$ cat config.mk
export PLATFORM = sky130hd
export DESIGN_NAME = swo_manch_rx
export DESIGN_NICKNAME = d
export VERILOG_FILES = /design/src/rtl/swo_manch_rx.sv
export SDC_FILE = /design/constraint.sdc
export NUM_CORES = 1
export LEC_CHECK = 0
export BUFFER_PORTS_ARGS = -buffer_cell sky130_fd_sc_hd__buf_2
export CAP_MARGIN = 30
export CORE_ASPECT_RATIO = 0.5
export CORE_MARGIN = 2
export CORE_UTILIZATION = 55
export CTS_BUF_LIST = sky130_fd_sc_hd__clkbuf_8
export DETAILED_ROUTE_END_ITERATION = 8
export PLACE_DENSITY_LB_ADDON = 0.15
export SLEW_MARGIN = 10
export SYNTH_ARGS = -nofsm -noshare
export SYNTH_HDL_FRONTEND = slang
export SYNTH_SLANG_ARGS = --single-unit
$ cat constraint.sdc
create_clock -name clk -period 13.5 [get_ports clk]
set_input_delay 3.375 -clock clk [delete_from_list [all_inputs] [get_ports clk]]
set_output_delay 3.375 -clock clk [all_outputs]
set_load 0.01 [all_outputs]
$ cat src/rtl/swo_manch_rx.sv
// Manchester SWO receiver: DDR-sampled pin, per-frame bit-rate measurement, LSB-first bytes into a valid/ready FIFO.
// Define SWO_MANCH_RX_GLITCH_FILTER_EN to add a 3-sample majority filter (one extra clk of latency).
module swo_manch_rx #(
  parameter int unsigned CNT_W      = 16,
  parameter int unsigned FIFO_DEPTH = 4,
  parameter int unsigned MIN_HBLEN  = 2
) (
  input  logic             clk,
  input  logic             rst_n,
  input  logic             enable,
  input  logic             swo_a,
  input  logic             swo_b,
  output logic [7:0]       out_data,
  output logic             out_valid,
  input  logic             out_ready,
  output logic [CNT_W-1:0] halfbit_len,
  output logic             in_frame,
  output logic             err_short,
  output logic             err_coding,
  output logic             err_overrun,
  input  logic             err_clr
);

  localparam int unsigned      AW       = (FIFO_DEPTH > 1) ? $clog2(FIFO_DEPTH) : 1;
  localparam logic [AW:0]      FULL_CNT = (AW+1)'(FIFO_DEPTH);
  localparam logic [CNT_W+1:0] MINH     = (CNT_W+2)'(MIN_HBLEN);

  typedef enum logic [1:0] {S_IDLE, S_MEASURE, S_MID, S_BOUND} state_t;

  typedef struct packed {
    state_t           st;
    logic             lvl;
    logic [CNT_W-1:0] cnt;
    logic [CNT_W-1:0] h;
    logic [2:0]       idx;
    logic [7:0]       sh;
  } dec_t;

  // One sample of the decoder; called twice per clk so both samples of a pair are honoured in order.
  function automatic dec_t step(input dec_t s, input logic smp,
                                output logic push, output logic e_short, output logic e_code);
    dec_t             n;
    logic             edge_s;
    logic [CNT_W+1:0] iv, ivn, t3, t5;
    n       = s;
    push    = 1'b0;
    e_short = 1'b0;
    e_code  = 1'b0;
    edge_s  = smp ^ s.lvl;
    n.lvl   = smp;
    n.cnt   = edge_s ? CNT_W'(1) : ((s.cnt == '1) ? s.cnt : s.cnt + CNT_W'(1));
    iv      = {2'b00, s.cnt};
    ivn     = {2'b00, n.cnt};
    t3      = {2'b00, s.h} + {3'b000, s.h[CNT_W-1:1]};
    t5      = {1'b0, s.h, 1'b0} + {3'b000, s.h[CNT_W-1:1]};
    case (s.st)
      S_IDLE: begin
        if (edge_s && smp) n.st = S_MEASURE;
      end
      S_MEASURE: begin
        if (edge_s) begin
          if (iv < MINH) begin
            e_short = 1'b1;
            n.st    = S_IDLE;
          end else begin
            n.h   = s.cnt;
            n.idx = '0;
            n.st  = S_MID;
          end
        end
      end
      S_MID: begin
        if (edge_s) begin
          if (iv < t3) begin
            n.st = S_BOUND;
          end else if (iv <= t5) begin
            n.sh  = {s.lvl, s.sh[7:1]};
            n.idx = s.idx + 3'd1;
            push  = (s.idx == 3'd7);
          end else begin
            e_code = (s.idx != '0);
            n.idx  = '0;
            n.st   = S_IDLE;
          end
        end else if (ivn > t5) begin
          e_code = (s.idx != '0);
          n.idx  = '0;
          n.st   = S_IDLE;
        end
      end
      S_BOUND: begin
        if (edge_s) begin
          if (iv < t3) begin
            n.sh  = {s.lvl, s.sh[7:1]};
            n.idx = s.idx + 3'd1;
            push  = (s.idx == 3'd7);
            n.st  = S_MID;
          end else begin
            e_code = 1'b1;
            n.idx  = '0;
            n.st   = S_IDLE;
          end
        end else if (ivn > t5) begin
          e_code = (s.idx != '0);
          n.idx  = '0;
          n.st   = S_IDLE;
        end
      end
      default: n.st = S_IDLE;
    endcase
    return n;
  endfunction

  logic w_d0, w_d1;

`ifdef SWO_MANCH_RX_GLITCH_FILTER_EN
  logic r_ga, r_gb, r_gpp;

  always_ff @(posedge clk or negedge rst_n) begin
    if (!rst_n) begin
      r_ga  <= 1'b0;
      r_gb  <= 1'b0;
      r_gpp <= 1'b0;
    end else begin
      r_ga  <= swo_a;
      r_gb  <= swo_b;
      r_gpp <= r_gb;
    end
  end

  // Each delayed sample is voted against its immediate neighbours in stream order.
  assign w_d0 = (r_gpp & r_ga) | (r_gpp & r_gb) | (r_ga & r_gb);
  assign w_d1 = (r_ga & r_gb) | (r_ga & swo_a) | (r_gb & swo_a);
`else
  assign w_d0 = swo_a;
  assign w_d1 = swo_b;
`endif

  dec_t       r_dec, w_n1, w_n2, w_next;
  logic       w_p1, w_p2, w_es1, w_es2, w_ec1, w_ec2;
  logic       w_push, w_set_short, w_set_code;
  logic [7:0] w_pdata;

  always_comb begin
    w_p1  = 1'b0;
    w_p2  = 1'b0;
    w_es1 = 1'b0;
    w_es2 = 1'b0;
    w_ec1 = 1'b0;
    w_ec2 = 1'b0;
    w_n1  = step(r_dec, w_d0, w_p1, w_es1, w_ec1);
    w_n2  = step(w_n1, w_d1, w_p2, w_es2, w_ec2);
    w_next      = w_n2;
    w_push      = w_p1 | w_p2;
    w_pdata     = w_p1 ? w_n1.sh : w_n2.sh;
    w_set_short = w_es1 | w_es2;
    w_set_code  = w_ec1 | w_ec2;
    if (!enable) begin
      w_next      = r_dec;
      w_next.st   = S_IDLE;
      w_next.idx  = '0;
      w_next.lvl  = w_d1;
      w_push      = 1'b0;
      w_set_short = 1'b0;
      w_set_code  = 1'b0;
    end
  end

  always_ff @(posedge clk or negedge rst_n) begin
    if (!rst_n) begin
      r_dec <= '{st: S_IDLE, lvl: 1'b0, cnt: '0, h: '0, idx: '0, sh: '0};
    end else begin
      r_dec <= w_next;
    end
  end

  assign in_frame    = (r_dec.st == S_MID) || (r_dec.st == S_BOUND);
  assign halfbit_len = r_dec.h;

  logic          r_push;
  logic [7:0]    r_pdata;
  logic [7:0]    r_mem [FIFO_DEPTH];
  logic [AW-1:0] r_wr, r_rd;
  logic [AW:0]   r_count;
  logic          w_full, w_pop, w_wr, w_drop;

  assign w_full    = (r_count == FULL_CNT);
  assign out_valid = (r_count != '0);
  assign out_data  = r_mem[r_rd];
  assign w_pop     = out_valid && out_ready;
  // A pop in the same cycle frees the slot, so a push into a full FIFO still lands.
  assign w_wr      = r_push && (!w_full || w_pop);
  assign w_drop    = r_push && w_full && !w_pop;

  always_ff @(posedge clk or negedge rst_n) begin
    if (!rst_n) begin
      r_push  <= 1'b0;
      r_pdata <= '0;
      r_wr    <= '0;
      r_rd    <= '0;
      r_count <= '0;
      for (int unsigned i = 0; i < FIFO_DEPTH; i++) r_mem[i] <= '0;
    end else begin
      r_push  <= w_push;
      r_pdata <= w_pdata;
      if (w_wr) begin
        r_mem[r_wr] <= r_pdata;
        r_wr        <= r_wr + AW'(1);
      end
      if (w_pop) r_rd <= r_rd + AW'(1);
      case ({w_wr, w_pop})
        2'b10:   r_count <= r_count + (AW+1)'(1);
        2'b01:   r_count <= r_count - (AW+1)'(1);
        default: r_count <= r_count;
      endcase
    end
  end

  logic r_err_short, r_err_coding, r_err_overrun;

  always_ff @(posedge clk or negedge rst_n) begin
    if (!rst_n) begin
      r_err_short   <= 1'b0;
      r_err_coding  <= 1'b0;
      r_err_overrun <= 1'b0;
    end else begin
      r_err_short   <= (r_err_short & ~err_clr) | w_set_short;
      r_err_coding  <= (r_err_coding & ~err_clr) | w_set_code;
      r_err_overrun <= (r_err_overrun & ~err_clr) | w_drop;
    end
  end

  assign err_short   = r_err_short;
  assign err_coding  = r_err_coding;
  assign err_overrun = r_err_overrun;

endmodule

Word-level counts from Yosys, hierarchy flattened
Index checks and enable logic that the tools add are counted.
{"block": "word_totals", "wordCells": 183, "in_bits": 7, "regBits": 97}
{"block": "classes", "add_sub_neg": 12, "muxes": 98, "n_reduce_logical": 17, "order_cmp": 11, "bitwise": 14, "eq_ne": 13}
{"operator": "two-way mux 16 bit", "count": 6}
{"operator": "two-way mux 8 bit", "count": 12}
{"operator": "two-way mux 19 bit", "count": 4}
{"operator": "two-way mux 46 bit", "count": 1}
{"operator": "adder 17 x 15 -> 18 bit", "count": 2}
{"operator": "> comparator 16 x 18 -> 1 bit", "count": 2}
{"operator": "<= comparator 16 x 18 -> 1 bit", "count": 2}
{"operator": "two-way mux 2 bit", "count": 18}
{"operator": "adder 16 x 15 -> 17 bit", "count": 2}
{"operator": "< comparator 16 x 17 -> 1 bit", "count": 2}
{"operator": "adder 16 x 1 -> 16 bit, second input constant", "count": 2}
{"operator": "bitwise mux 32 bit", "count": 1}
{"operator": "equality test 16 bit, second input constant", "count": 2}
{"operator": "< comparator 16 x 2 -> 1 bit, second input constant", "count": 2}
{"operator": "one-hot mux 8 bit (2 select lines)", "count": 2}
{"operator": "two-way mux 1 bit", "count": 31}
{"operator": "two-way mux 3 bit", "count": 10}
{"operator": "two-way mux 11 bit", "count": 2}
{"operator": "one-hot mux 3 bit (3 select lines)", "count": 2}
{"operator": "binary-select mux 8 bit (select 2 bit)", "count": 1}
{"operator": "demux 8 bit (select 2 bit)", "count": 1}
{"operator": "one-hot mux 2 bit (4 select lines)", "count": 2}
{"operator": "equality test 2 bit, second input constant", "count": 5}
{"operator": "adder 3 x 1 -> 3 bit, second input constant", "count": 3}
{"operator": "19 further kinds", "count": 48}

Depth between registers and ports, before layout
{"block": "depth", "ltp_word": 15, "mapped_depth": 35}

Least setup slack after synthesis
Ideal clock, no wire load.
{"block": "synth_path", "kind": "input -> register", "from": "input swo_a", "to": "register r_dec[6] in the netlist's numbering", "stages": 33, "required_time_ps": 13378, "path_slack_ps": 3668, "arrival_ps": 9710, "path_cell_list": "ha_1 or3b_1 buf_2 nor2_4 clkbuf_1 nor2_1 a21oi_1 inv_1 ha_1 inv_1 fa_1 nor2b_1 a2bb2o_1 o211ai_1 mux2_4 a221o_1 a221oi_1 o21bai_1 a21oi_1 xor2_1 ha_1 nand2_1 nor4_1 nand2_1 a31oi_1 a21oi_1 a31oi_4 xor2_2 nand3_4 or2_1 buf_6 or4_1 o2111a_1"}
{"block": "synth_between", "elab_chain_len": 9, "elab_cells_between_ends": 28, "cone_classes": "add/sub: 2; order compare: 3; eq/ne: 2; mux: 18; bitwise: 2; reduce/logical: 1"}
{"item": "start: declaration", "line": "11", "rtl": "input logic swo_a,"}
{"item": "XOR 1 bit", "line": "49", "rtl": "edge_s = smp ^ s.lvl;"}
{"item": "two-way mux 19 bit", "line": "61", "rtl": "if (edge_s) begin"}
{"item": "two-way mux 16 bit", "line": "56", "rtl": "case (s.st)"}
{"item": "adder 17 x 15 -> 18 bit", "line": "55", "rtl": "t5 = {1'b0, s.h, 1'b0} + {3'b000, s.h[CNT_W-1:1]};"}
{"item": "<= comparator 16 x 18 -> 1 bit", "line": "76", "rtl": "end else if (iv <= t5) begin"}
{"item": "two-way mux 8 bit", "line": "76"}
{"item": "two-way mux 11 bit", "line": "74", "rtl": "if (iv < t3) begin"}
{"item": "two-way mux 8 bit", "line": "73", "rtl": "if (edge_s) begin"}
{"item": "one-hot mux 8 bit (2 select lines) *", "line": "56"}
{"item": "end signal: assignment", "line": "171", "rtl": "r_dec <= '{st: S_IDLE, lvl: 1'b0, cnt: '0, h: '0, idx: '0, sh: '0};"}
{"item": "end signal: assignment", "line": "173", "rtl": "r_dec <= w_next;"}
{"item": "end: declaration", "line": "139", "rtl": "dec_t r_dec, w_n1, w_n2, w_next;"}
Every way passes the cells marked *; elsewhere a longest branch is shown, timed or not.
A chain may end at the register's enable or synchronous reset.

Worst setup path in the final report
{"block": "layout_path", "from": "input swo_a", "to": "register r_dec[2] in the netlist's numbering"}
The elaborated chain is that of the path after synthesis.

==> flow_metrics.tcl <==
set metrics [dict create \
    htree_levels 3 \
    cp_slowest_cell "nor2_1" \
    wl_per_cell_um 22.1 \
    cts_hold_repair.buffers 0 \
    row_count 38 \
    slew_violations 0 \
    start_util_pct 55.9 \
    vias 11088 \
    ant_nets 0 \
    ys_seq_area_share_pct 20.1 \
    cts-resized-gates 0 \
    required_ps 13820 \
    holdWs_ps 509 \
    min_period_ps 10970 \
    critPathCaptureType "register" \
    insertedDiodeCount 0 \
    yosysWarnings 0 \
    ys_ff_latch 97 \
    clock_skew_ps 36.5 \
    whs_endpoint "r_mem[4]$_DFFE_PN0P_" \
    power_leakage_uw 0.00594 \
    cp_data_arrival_time_ps 11290 \
    worst-path-max-fanout 29 \
    worstMarginPinSlew_ps 937 \
    synth_async_sr_flop_share_pct 100 \
    cp-startpoint "swo_a" \
    rr_worst_depth 29 \
    drt-initial-drc-count 1293 \
    fmax_mhz 91.2 \
    reg2reg_to "r_dec[2]$_DFFE_PN0P_" \
    layout-drive-gt1-share_pct 14.0 \
    io_buffer_count 35 \
    die_w_um 213 \
    maxCapViolCount 0 \
    nNetsFinal 1559 \
    cts.repair_timing.setup_buffer_count 0 \
    clk_latency_ps 450 \
    grt_start_max_net_pins 62 \
    io_pins 36 \
    start_kind "input port" \
    cts_sinks 97 \
    syn-mean-instance-area_um2 8.67 \
    cts_root_buf "clkbuf_8" \
    min_from "r_mem[4]$_DFFE_PN0P_" \
    numCtsBuffers 9 \
    timing.rr.start "r_dec[43]$_DFF_PN0_" \
    cts_tree "done" \
    antenna_found_initial 1 \
    area_delta_synth_final_pct 4.08 \
    synthDistinctLibCells 107 \
    ir_worst_vdd_mv 0.151 \
    vias_per_cell 6.56 \
    finalSetupTns_ps 0 \
    fp.dieArea_mm2 0.0232 \
    hold_viol 0 \
    r2r_slack_ps 5180 \
    stdcell_count 1689 \
    grt_pass1_vias 10401 \
    die_height_um 109 \
    place.gp.congestion 1.02 \
    power_density_mw_per_mm2 196 \
    grt_usage_pct 32.9 \
    clock_path_buffers 2 \
    cp_common_cell "a21oi_1" \
    syn-num-nets 1566 \
    drc 0 \
    holdPathStages 1 \
    overflow 0 \
    fin_crit_sh_pct 81.2 \
    synth_edf_count 0 \
    path_class "in2reg" \
    synthCells 1391 \
    synth_flop_cell "dfrtp_1" \
    wl_um 37400 \
    drt_first_pass_iters 6 \
    core_mm2 0.0216 \
    outcome "completed" \
    power_uw 2460 \
    path_clk_slew_ps 100 \
    rsz0062_at_grt "false" \
    setup_violations 0 \
    dp_hpwl_um 28700 \
    dpl.cell_count 1671 \
    grt_pass1_wl_um 58400 \
    min_path_type "reg2reg" \
    relSlewSlack_pct 37.5 \
    cpPeakStageDelay_ps 730 \
    syn-cell-area_mm2 0.0121 \
]
[layout by cell type, fill, tap and decap left out, types with 6 or more instances in the layout]
cell type	instances
nand3_1	48
nand2_1	114
and2_1	9
nor2b_1	10
o21a_1	17
o21bai_1	10
a21o_1	33
nand2b_1	14
o211ai_1	11
inv_1	82
xnor2_1	54
and3_1	20
buf_4	12
nor4_1	12
nand4_1	18
o221ai_1	11
buf_2	35
a211oi_1	14
ha_1	163
a31oi_1	12
a22oi_1	7
nor3_1	27
nor2_1	81
or4_1	6
mux4_2	8
clkbuf_8	9
mux2_2	65
o21ai_0	63
a21oi_1	101
mux2i_1	23
nor3b_1	8
dfrtp_1	97
xor2_1	31
[synthesized netlist by cell type (all sizes together), types with 12 or more instances]
library cell  number  area share (%)
nor4              15             1.0
buf               41             2.4
mux2i             23             1.9
and3              20             1.0
nand3             51             2.3
o221ai            13             1.0
a31oi             13            0.80
inv               84             2.6
nand2b            14            0.73
xor2              32             2.4
o211ai            12            0.79
o21ai             66             2.8
mux2              69             6.6
nand2            116             3.7
a21o              33             2.1
o21bai            12            0.81
xnor2             55             4.1
a21oi            104             4.5
nor2              83             2.7
dfrtp             97              20
nand4             18            0.93
o21a              17             1.1
a211oi            15            0.98
clkbuf            26            0.81
ha               163              17
nor3              31             1.6
[how the worst max path moves through the flow]
stage	to	slack [ps]
final	r_dec[2]$_DFFE_PN0P_	2530
after global routing	r_dec[2]$_DFFE_PN0P_	2140
after CTS	r_dec[2]$_DFFE_PN0P_	2740
after detailed placement	r_dec[2]$_DFFE_PN0P_	2320
after global placement	r_dec[4]$_DFFE_PN0P_	2530
after floorplan	r_dec[6]$_DFFE_PN0P_	3670
[kinds of logic (layout without fill, tap and decap cells)]
kind of cell | Yosys count | count (layout) | share of synthesized area [%]
fa+ha+maj | 172 | 172 | 18.1
flops | 97 | 97 | 20.1
compound gates | 369 | 369 | 21.3
xor+xnor | 87 | 87 | 6.44
buf+inv | 151 | 149 | 5.84
simple gates | 415 | 415 | 18.2
mux | 100 | 100 | 9.97
[report_power, final]
part	switching (µW)	total, µW	leakage (µW)	internal, µW
combinational	1060	1760	0.00457	702
sequential	139	485	0.00126	346
clock	130	221	0.000107	90.9
total	1330	2460	0.00594	1140
[routing by layer]
metal / wire, µm / vias to the layer above / GRT usage [%]
met5: 0 / - / 0
met4: 691 / 0 / 7.99
met3: 4320 / 49 / 9.56
met2: 15600 / 526 / 49.4
met1: 16800 / 5366 / 46.5
li1: - / 5147 / -
[sequential cells by signal, indices dropped and copies added (netlist names)]
| signal | flops |
|---|---|
| err_short | 1 |
| r_rd | 2 |
| r_wr | 2 |
| r_pdata | 8 |
| r_count | 3 |
| err_coding | 1 |
| err_overrun | 1 |
| r_mem | 32 |
| r_dec | 30 |
| r_push | 1 |
| halfbit_len | 16 |
[worst max-delay path: cells and delay by family]
family	cells	cell delay, ps
XOR/XNOR	2	300
AND/OR/NAND/NOR	9	2750
AO/OA/AOI/OAI	11	2900
buffers and inverters	3	600
adder cells (fa/ha/maj)	3	930
multiplexers	1	410
[layout make-up]
type                    count  area (µm²)
clock buffers               9         124
clock inverters             7        98.8
fillers                  1937        9040
inverters                  84         315
multi-input cells        1143        8920
flip-flops and latches     97        2430
well taps                 300         375
repair buffers             49         283
[stage by stage]
step,worst slack (ps),instance area (µm²),util [%]
2_1_floorplan,3670,12100,-
3_3_place_gp,2530,12300,57.0
3_5_place_dp,2320,12300,57.0
4_1_cts,2740,12500,58.1
5_1_grt,2140,12500,58.1
6_report,2530,12500,58.1
Power figures use the tool's default switching activity.
